--- config.mk ---
export PLATFORM = sky130hd
export DESIGN_NAME = display_syncgen_flat
export DESIGN_NICKNAME = d
export VERILOG_FILES = /design/src/rtl/display_pkg.sv /design/src/rtl/display_syncgen_if.sv /design/src/rtl/syncgen_axis.sv /design/src/rtl/display_syncgen.sv /design/src/flat_wrapper.sv
export SDC_FILE = /design/constraint.sdc
export NUM_CORES = 1
export LEC_CHECK = 0
export CORE_MARGIN = 2
export CORE_UTILIZATION = 55
export DETAILED_ROUTE_END_ITERATION = 7
export PLACE_DENSITY_LB_ADDON = 0.05
export SYNTH_ARGS = -nofsm -noshare
export SYNTH_HDL_FRONTEND = slang
export SYNTH_SLANG_ARGS = --single-unit
--- constraint.sdc ---
create_clock -name PCK -period 3.18 [get_ports PCK]
set_input_delay 0.636 -clock PCK [delete_from_list [all_inputs] [get_ports PCK]]
set_output_delay 0.636 -clock PCK [all_outputs]
set_load 0.01 [all_outputs]
--- src/rtl/display_pkg.sv ---
// Shared types and default 640x480@60 timing constants for the display sync generator.
package display_pkg;

   typedef logic [9:0] pix_cnt_t;

   localparam int unsigned HActive = 640;
   localparam int unsigned HFp     = 16;
   localparam int unsigned HSync   = 96;
   localparam int unsigned HBp     = 48;
   localparam int unsigned VActive = 480;
   localparam int unsigned VFp     = 10;
   localparam int unsigned VSync   = 2;
   localparam int unsigned VBp     = 33;

   function automatic int unsigned seg_total(input int unsigned active, input int unsigned fp,
                                             input int unsigned sync, input int unsigned bp);
      return active + fp + sync + bp;
   endfunction

endpackage

--- src/rtl/display_syncgen_if.sv ---
// Timing bus from the sync generator to pixel-fetch / RGB output logic.
// VBLANK_STB is present only when SYNCGEN_VBLANK_STB_EN is defined.
interface display_syncgen_if;
   import display_pkg::*;

   pix_cnt_t HCNT;
   pix_cnt_t VCNT;
   logic     HSYNC;
   logic     VSYNC;
   logic     DE;
   logic     FRAME_START;
`ifdef SYNCGEN_VBLANK_STB_EN
   logic     VBLANK_STB;

   modport master (output HCNT, VCNT, HSYNC, VSYNC, DE, FRAME_START, VBLANK_STB);
   modport slave  (input  HCNT, VCNT, HSYNC, VSYNC, DE, FRAME_START, VBLANK_STB);
`else
   modport master (output HCNT, VCNT, HSYNC, VSYNC, DE, FRAME_START);
   modport slave  (input  HCNT, VCNT, HSYNC, VSYNC, DE, FRAME_START);
`endif
endinterface

--- src/rtl/syncgen_axis.sv ---
// One timing axis: wrapping position counter plus combinational sync/active decode of it.
module syncgen_axis
   import display_pkg::*;
#(
   parameter int unsigned Active = HActive,
   parameter int unsigned Fp     = HFp,
   parameter int unsigned Sync   = HSync,
   parameter int unsigned Bp     = HBp
) (
   input  logic     clk_i,
   input  logic     rst_i,
   input  logic     en_i,
   output pix_cnt_t cnt_o,
   output logic     wrap_o,
   output logic     sync_o,
   output logic     active_o
);

   localparam int unsigned Total     = seg_total(Active, Fp, Sync, Bp);
   localparam pix_cnt_t    Last      = pix_cnt_t'(Total - 1);
   localparam pix_cnt_t    ActEnd    = pix_cnt_t'(Active);
   localparam pix_cnt_t    SyncStart = pix_cnt_t'(Active + Fp);
   localparam pix_cnt_t    SyncEnd   = pix_cnt_t'(Active + Fp + Sync);

   if (Total > 1024) begin : g_total_chk
      $error("syncgen_axis: segment total exceeds 10-bit counter range");
   end

   pix_cnt_t cnt_q, cnt_d;

   assign wrap_o   = en_i && (cnt_q == Last);
   assign sync_o   = (cnt_q >= SyncStart) && (cnt_q < SyncEnd);
   assign active_o = cnt_q < ActEnd;
   assign cnt_o    = cnt_q;

   always_comb begin
      cnt_d = cnt_q;
      if (en_i) begin
         cnt_d = wrap_o ? '0 : cnt_q + 10'd1;
      end
   end

   always_ff @(posedge clk_i) begin
      if (rst_i) begin
         cnt_q <= '0;
      end else begin
         cnt_q <= cnt_d;
      end
   end

endmodule

--- src/rtl/display_syncgen.sv ---
// VGA timing generator: registered counters, syncs, DE and frame strobe in the pixel clock domain.
// Optional VBLANK_STB output enabled by defining SYNCGEN_VBLANK_STB_EN.
module display_syncgen
   import display_pkg::*;
#(
   parameter int unsigned H_ACTIVE = HActive,
   parameter int unsigned H_FP     = HFp,
   parameter int unsigned H_SYNC   = HSync,
   parameter int unsigned H_BP     = HBp,
   parameter int unsigned V_ACTIVE = VActive,
   parameter int unsigned V_FP     = VFp,
   parameter int unsigned V_SYNC   = VSync,
   parameter int unsigned V_BP     = VBp,
   parameter logic        SYNC_POL = 1'b0
) (
   input  logic                     PCK,
   input  logic                     RST,
   display_syncgen_if.master        bus
);

   pix_cnt_t h_cnt, v_cnt;
   logic     h_wrap, v_wrap, h_sync, v_sync, h_active, v_active;
   logic     unused_v_wrap;

   syncgen_axis #(
      .Active (H_ACTIVE),
      .Fp     (H_FP),
      .Sync   (H_SYNC),
      .Bp     (H_BP)
   ) u_h_axis (
      .clk_i    (PCK),
      .rst_i    (RST),
      .en_i     (1'b1),
      .cnt_o    (h_cnt),
      .wrap_o   (h_wrap),
      .sync_o   (h_sync),
      .active_o (h_active)
   );

   // The vertical axis steps (and wraps) on the same edge the horizontal axis wraps.
   syncgen_axis #(
      .Active (V_ACTIVE),
      .Fp     (V_FP),
      .Sync   (V_SYNC),
      .Bp     (V_BP)
   ) u_v_axis (
      .clk_i    (PCK),
      .rst_i    (RST),
      .en_i     (h_wrap),
      .cnt_o    (v_cnt),
      .wrap_o   (v_wrap),
      .sync_o   (v_sync),
      .active_o (v_active)
   );

   assign unused_v_wrap = v_wrap;

   pix_cnt_t hcnt_q, hcnt_d, vcnt_q, vcnt_d;
   logic     hsync_q, hsync_d, vsync_q, vsync_d, de_q, de_d, fs_q, fs_d;

   always_comb begin
      hcnt_d  = h_cnt;
      vcnt_d  = v_cnt;
      hsync_d = h_sync ? SYNC_POL : ~SYNC_POL;
      vsync_d = v_sync ? SYNC_POL : ~SYNC_POL;
      de_d    = h_active && v_active;
      fs_d    = (h_cnt == '0) && (v_cnt == '0);
   end

   always_ff @(posedge PCK) begin
      if (RST) begin
         hcnt_q  <= '0;
         vcnt_q  <= '0;
         hsync_q <= ~SYNC_POL;
         vsync_q <= ~SYNC_POL;
         de_q    <= 1'b0;
         fs_q    <= 1'b0;
      end else begin
         hcnt_q  <= hcnt_d;
         vcnt_q  <= vcnt_d;
         hsync_q <= hsync_d;
         vsync_q <= vsync_d;
         de_q    <= de_d;
         fs_q    <= fs_d;
      end
   end

   assign bus.HCNT        = hcnt_q;
   assign bus.VCNT        = vcnt_q;
   assign bus.HSYNC       = hsync_q;
   assign bus.VSYNC       = vsync_q;
   assign bus.DE          = de_q;
   assign bus.FRAME_START = fs_q;

`ifdef SYNCGEN_VBLANK_STB_EN
   logic vb_q, vb_d;

   always_comb begin
      vb_d = (h_cnt == '0) && (v_cnt == pix_cnt_t'(V_ACTIVE));
   end

   always_ff @(posedge PCK) begin
      if (RST) begin
         vb_q <= 1'b0;
      end else begin
         vb_q <= vb_d;
      end
   end

   assign bus.VBLANK_STB = vb_q;
`endif

endmodule

--- src/flat_wrapper.sv ---
// flat-port wrapper written by rule: the top's interface ports become plain ports
module display_syncgen_flat import display_pkg::*;
#(
   parameter int unsigned H_ACTIVE = HActive,
   parameter int unsigned H_FP     = HFp,
   parameter int unsigned H_SYNC   = HSync,
   parameter int unsigned H_BP     = HBp,
   parameter int unsigned V_ACTIVE = VActive,
   parameter int unsigned V_FP     = VFp,
   parameter int unsigned V_SYNC   = VSync,
   parameter int unsigned V_BP     = VBp,
   parameter logic        SYNC_POL = 1'b0
)
  (PCK, RST, bus_HCNT, bus_VCNT, bus_HSYNC, bus_VSYNC, bus_DE, bus_FRAME_START);
  display_syncgen_if bus_i ();
  input  logic PCK;
  input  logic RST;
  output wire logic [$bits(bus_i.HCNT)-1:0] bus_HCNT;
  output wire logic [$bits(bus_i.VCNT)-1:0] bus_VCNT;
  output wire logic [$bits(bus_i.HSYNC)-1:0] bus_HSYNC;
  output wire logic [$bits(bus_i.VSYNC)-1:0] bus_VSYNC;
  output wire logic [$bits(bus_i.DE)-1:0] bus_DE;
  output wire logic [$bits(bus_i.FRAME_START)-1:0] bus_FRAME_START;
  assign bus_HCNT = bus_i.HCNT;
  assign bus_VCNT = bus_i.VCNT;
  assign bus_HSYNC = bus_i.HSYNC;
  assign bus_VSYNC = bus_i.VSYNC;
  assign bus_DE = bus_i.DE;
  assign bus_FRAME_START = bus_i.FRAME_START;
  display_syncgen #(.H_ACTIVE(H_ACTIVE), .H_FP(H_FP), .H_SYNC(H_SYNC), .H_BP(H_BP), .V_ACTIVE(V_ACTIVE), .V_FP(V_FP), .V_SYNC(V_SYNC), .V_BP(V_BP), .SYNC_POL(SYNC_POL)) u_core (.PCK(PCK), .RST(RST), .bus(bus_i));
endmodule
# Word-level counts from Yosys, hierarchy flattened
# Cells that the tools add are included.
# Widths: inputs -> output; s select.
[totals] reg_bits=44 latch_bits=0 ram_bits=0 romBits=0 in_bits=2 output_inout_bits=24 elab_cells=29 mem_count=0
[classes] n_addsub=2 mul=0 n_div=0 magnitude_cmp=6 eq_ne=2 n_shift=0 n_mux=3 n_bitwise=0 reduce_logical=8
[op_table] operator="$add 10x1->10 const B" count=2
[op_table] operator="$eq 10x10->1 const B" count=2
[op_table] operator="$logic_not 10->1" count=2
[op_table] operator="$lt 10x10->1 const B" count=2
[op_table] operator="$lt 10x9->1 const B" count=2
[op_table] operator="$ge 10x10->1 const B" count=1
[op_table] operator="$ge 10x9->1 const B" count=1
[op_table] operator="$mux 10" count=1
[op_table] operator="$logic_and 1x1->1" count=5
[op_table] operator="$mux 1" count=2
[op_table] operator="$reduce_or 2->1" count=1

# Depth between registers and ports, before layout
[depth] depth_word=3 depth_mapped=6 depth_no_buf=6

# By module
# A second synthesis with hierarchy kept.
[hier_totals] hier_cells=183 hier_area_um2=1806.7
[modules_own_cells] module="display_syncgen" n_inst=1 cells_per_inst=58 area_each_um2=690.7 seq_area_each_um2=480.5
[modules_own_cells] module="syncgen_axis at u_core.u_h_axis" n_inst=1 cells_per_inst=64 area_each_um2=573.0 seq_area_each_um2=200.2
[modules_own_cells] module="syncgen_axis at u_core.u_v_axis" n_inst=1 cells_per_inst=61 area_each_um2=543.0 seq_area_each_um2=200.2

# Worst setup path after synthesis
# OpenSTA, ideal clock, no wires.
[synth_path] kind="register to register" from="register u_core.u_h_axis.cnt_q[7] (netlist: u_core.u_h_axis.cnt_o[7])" to="register u_core.u_v_axis.cnt_q[6] (netlist: u_core.u_v_axis.cnt_o[6])" setup_time_ns=0.071 arrival_ns=2.009 path_slack_ns=1.100 path_stages_with_launch=7 path_buffers=2 synth_period_minus_slack_ns=2.080 path_cell_list="dfxtp_1 -> buf_6 -> or4b_4 -> buf_6 -> or3_4 -> or4_1 -> a21oi_1"
[synth_via] elab_chain_len=3
[synth_lines] element="start: declaration" line_no="syncgen_axis.sv:29" source="pix_cnt_t cnt_q, cnt_d;"
[synth_lines] element="start signal: assignment" line_no="syncgen_axis.sv:47" source="cnt_q <= cnt_d;"
[synth_lines] element="$eq 10x10->1 *" line_no="syncgen_axis.sv:31" source="assign wrap_o = en_i && (cnt_q == Last);"
[synth_lines] element="$logic_and 1x1->1" line_no="syncgen_axis.sv:31"
[synth_lines] element="$mux 10" line_no="syncgen_axis.sv:39" source="cnt_d = wrap_o ? '0 : cnt_q + 10'd1;"
[synth_lines] element="end signal: assignment" line_no="syncgen_axis.sv:47"
[synth_lines] element="end: declaration" line_no="syncgen_axis.sv:29"
# Mark *: on every way between the ends. The rest lies on a longest branch, timed or not.
# A chain may end at the register's enable or synchronous reset.

# Worst setup path after layout
[layout_path] from="register u_core.u_h_axis.cnt_q[4] (netlist: u_core.u_h_axis.cnt_o[4])" to="register u_core.u_v_axis.cnt_q[6] (netlist: u_core.u_v_axis.cnt_o[6])"
# The elaborated chain is that of the path after synthesis.

==> run_results.csv <==
group,metric,value,unit
run_status,status,"finished, final reports clean",
timing,setup_viol,0,
global_routing,met1_usage,26.0,%
floorplanning,die_h,59.5,um
placement,io_buffer_count,25,
cts,cts_root_buffer,"clkbuf_4",
worst_hold_path,hold_end,"u_core.bus.HSYNC",
timing,rsz0062_at_grt,"false",
setup_path,reg2reg_depth,4,
power,p_leak,0.698,nW
layout,fill_cells,259,
setup_path,required,3.46,ns
setup_path,cpPeakStageDelay,0.55,ns
floorplanning,num_rows,20,
synth,netlist_top_cells_count,"dfxtp_1, nor2b_1, nor2_1",
drt,detail_route.wl_per_cell,13.5,um
synth,ys_seq_area_share,51.9,%
synth,synth_area,0.00170,mm2
drt,viasPerCell,5.56,
floorplanning,coreArea,0.00300,mm2
synth,post_synth.cell_area_avg,9.64,um2
layout,syn_to_final_growth,17.1,%
synth,synth_top_cell_by_area,"dfxtp_1",
timing,min_period,2.14,ns
cts,cts_num_sinks,44,
timing,tightest_slew,0.682,ns
layout,finalNonFillerCells,232,
synth,synth_top_area_share,51.9,%
synth,synthCells,176,
cts,cts_tree,"yes",
drt,drt_pass1_iterations,4,
synth,synth_edf_count,0,
timing,timing_hold_violations_final,0,
setup_path,path_cells,"or4b_4 -> or3_4 -> or4_1 -> a21oi_1",
global_routing,antenna_found_initial,0,
power,p_total,0.836,mW
layout,final_area,0.00199,mm2
placement,dp.cells,225,
worst_hold_path,worstHoldStart,"u_core.u_h_axis.cnt_o[9]",
drt,detail-route-antenna-nets,0,
synth,synth_area_leaders,"dfxtp_1, nor2b_1, ha_1",
setup_path,r2r_end,"u_core.u_v_axis.cnt_o[6]",
synth,synthArstFlopShare,0,%
setup_path,cpMaxStageDelayCell,"or4b_4",
synth,syn-num-nets,183,
cts,cts_inserted_buffers,5,
layout,final_core_util,66.2,%
synth,yosysMostFrequentCell,"dfxtp_1",
global_routing,grt_overflow_total,0,
power,ir_drop,0.209,mV
timing,fin_tns_setup,0,ns
setup_path,worst-r2r-setup-slack,1.04,ns
setup_path,r2r_start,"u_core.u_h_axis.cnt_o[4]",
setup_path,crit_family,"simple AND/OR/NAND/NOR gates",
setup_path,setup.worst_path.start_class,"flop",
timing,maxSlewViolCount,0,
synth,synth-seq-cells,44,
floorplanning,die_x,59.5,um
drt,first_iter_violations,30,
run,drv_cap,0,
timing,fmax,468,MHz
global_routing,use_met2,30.5,%
placement,dp_hpwl,2260,um
placement,place_area,0.00194,mm2
floorplanning,start_util,56.5,%
synth,ys.flop_type,"dfxtp_1",
synth,yosysUniqueCellTypes,36,
setup_path,end_kind,"flop",
worst_hold_path,min_path_type,"flop to flop",
cts,cts_resized,0,
global_routing,grt_pass1_vias,1165,
floorplanning,io_pins,26,
timing,fin_crit_sh,67.2,%
placement,gp_congestion,0.847,
worst_hold_path,whs_path_depth,1,
timing,clock_skew,0.0116,ns
global_routing,grt_usage,19.9,%
global_routing,busiest_layer,"met2",
power,p_per_area,421,mW/mm2
timing,slew_headroom,54.4,%
setup_path,critPathMaxFanout,8,
cts,post_cts_buffers,0,
setup_path,arrival,2.41,ns
layout,nNetsFinal,206,
layout,drive_above_1_share,6.53,%
drt,wl,3130,um
drt,vias,1290,
floorplanning,dieArea,0.00355,mm2
cts,cts_hold_buffers,0,
setup_path,worst-setup-path-type,"flop to flop",
cts,clk_pin_slew,0.12,ns
layout,antenna_cells,0,
cts,clk_path_buf_depth,2,
cts,htreeDepth,2,
setup_path,cp_num_buf_inv,0,
synth,yosysWarnings,0,
global_routing,grt_max_degree,21,
drt,post-route-drc-count,0,
cts,clkLatencyLatePin,0.34,ns
global_routing,grt_pass1_wl,5230,um
global_routing,globalRouteMet3Util,6.33,%
metal layers:
layer | wire length [um] | up-vias
met3 | 172 | 5
met1 | 1460 | 594
met2 | 1450 | 39
met5 | 0 | -
met4 | 48 | 0
li1 | - | 652
logic make-up after synthesis:
logic type               count (synthesis)  share of synthesized area (%)
AO/OA/AOI/OAI                           16                           5.90
multiplexers                             1                          0.590
adder cells (fa/ha/maj)                  5                           3.69
buffers and inverters                   17                           4.79
flip-flops                              44                           51.9
AND/OR/NAND/NOR                         83                           28.0
XOR/XNOR                                10                           5.16
state kept, by name, indices dropped and copies added, names as in the netlist:
signal / flops
u_core.bus.HSYNC: 1
u_core.u_h_axis.cnt_o: 10
u_core.bus.VCNT: 10
u_core.bus.HCNT: 10
u_core.bus.VSYNC: 1
u_core.bus.FRAME_START: 1
u_core.bus.DE: 1
u_core.u_v_axis.cnt_o: 10
worst max-delay path by stage:
stage | from | to | cells after the start
final | u_core.u_h_axis.cnt_o[4] | u_core.u_v_axis.cnt_o[6] | 4
after global routing | u_core.u_h_axis.cnt_o[4] | u_core.u_v_axis.cnt_o[4] | 4
after CTS | u_core.u_h_axis.cnt_o[4] | u_core.u_v_axis.cnt_o[6] | 4
after detailed placement | RST | u_core.bus.FRAME_START | 4
after global placement | RST | u_core.bus.FRAME_START | 4
after floorplan | u_core.u_h_axis.cnt_o[7] | u_core.u_v_axis.cnt_o[6] | 6
report_power, final:
part | internal (mW) | switching, mW | total [mW]
clock | 0.0816 | 0.157 | 0.239
sequential | 0.558 | 0.00524 | 0.563
combinational | 0.0161 | 0.0177 | 0.0337
total | 0.656 | 0.180 | 0.836
metrics by stage:
step,worst slack (ns),hold WS (ns)
floorplan,1.10,0.427
global placement,1.00,0.460
detailed placement,0.934,0.475
CTS,1.06,0.502
global route,0.915,0.534
finish,1.04,0.494
area by class of cell:
| class | count | area [um2] | share of cell area [%] |
|---|---|---|---|
| Sequential cell | 44 | 881 | 44.3 |
| Multi-Input combinational cell | 115 | 734 | 37.0 |
| Timing Repair Buffer | 26 | 258 | 13.0 |
| Clock buffer | 6 | 41.3 | 2.08 |
| Tap cell | 33 | 41.3 | 2.08 |
| Inverter | 7 | 26.3 | 1.32 |
| Clock inverter | 1 | 5.00 | 0.252 |
placed cells by master (no fill, tap or decap), types with 2 or more instances in the layout:
cell,instances
nand4_1,5
clkdlybuf4s50_1,25
o31ai_1,2
inv_1,7
nor2_1,15
a21oi_1,6
dfxtp_1,44
nand2_1,7
nand3_1,10
nor4_1,4
nor4b_1,2
xor2_1,5
xnor2_1,5
o21ai_0,3
or2_2,2
ha_1,5
or4_1,4
nor3_1,8
nor2b_1,16
and3_1,3
clkbuf_4,5
(Power assumes the default switching activity.)
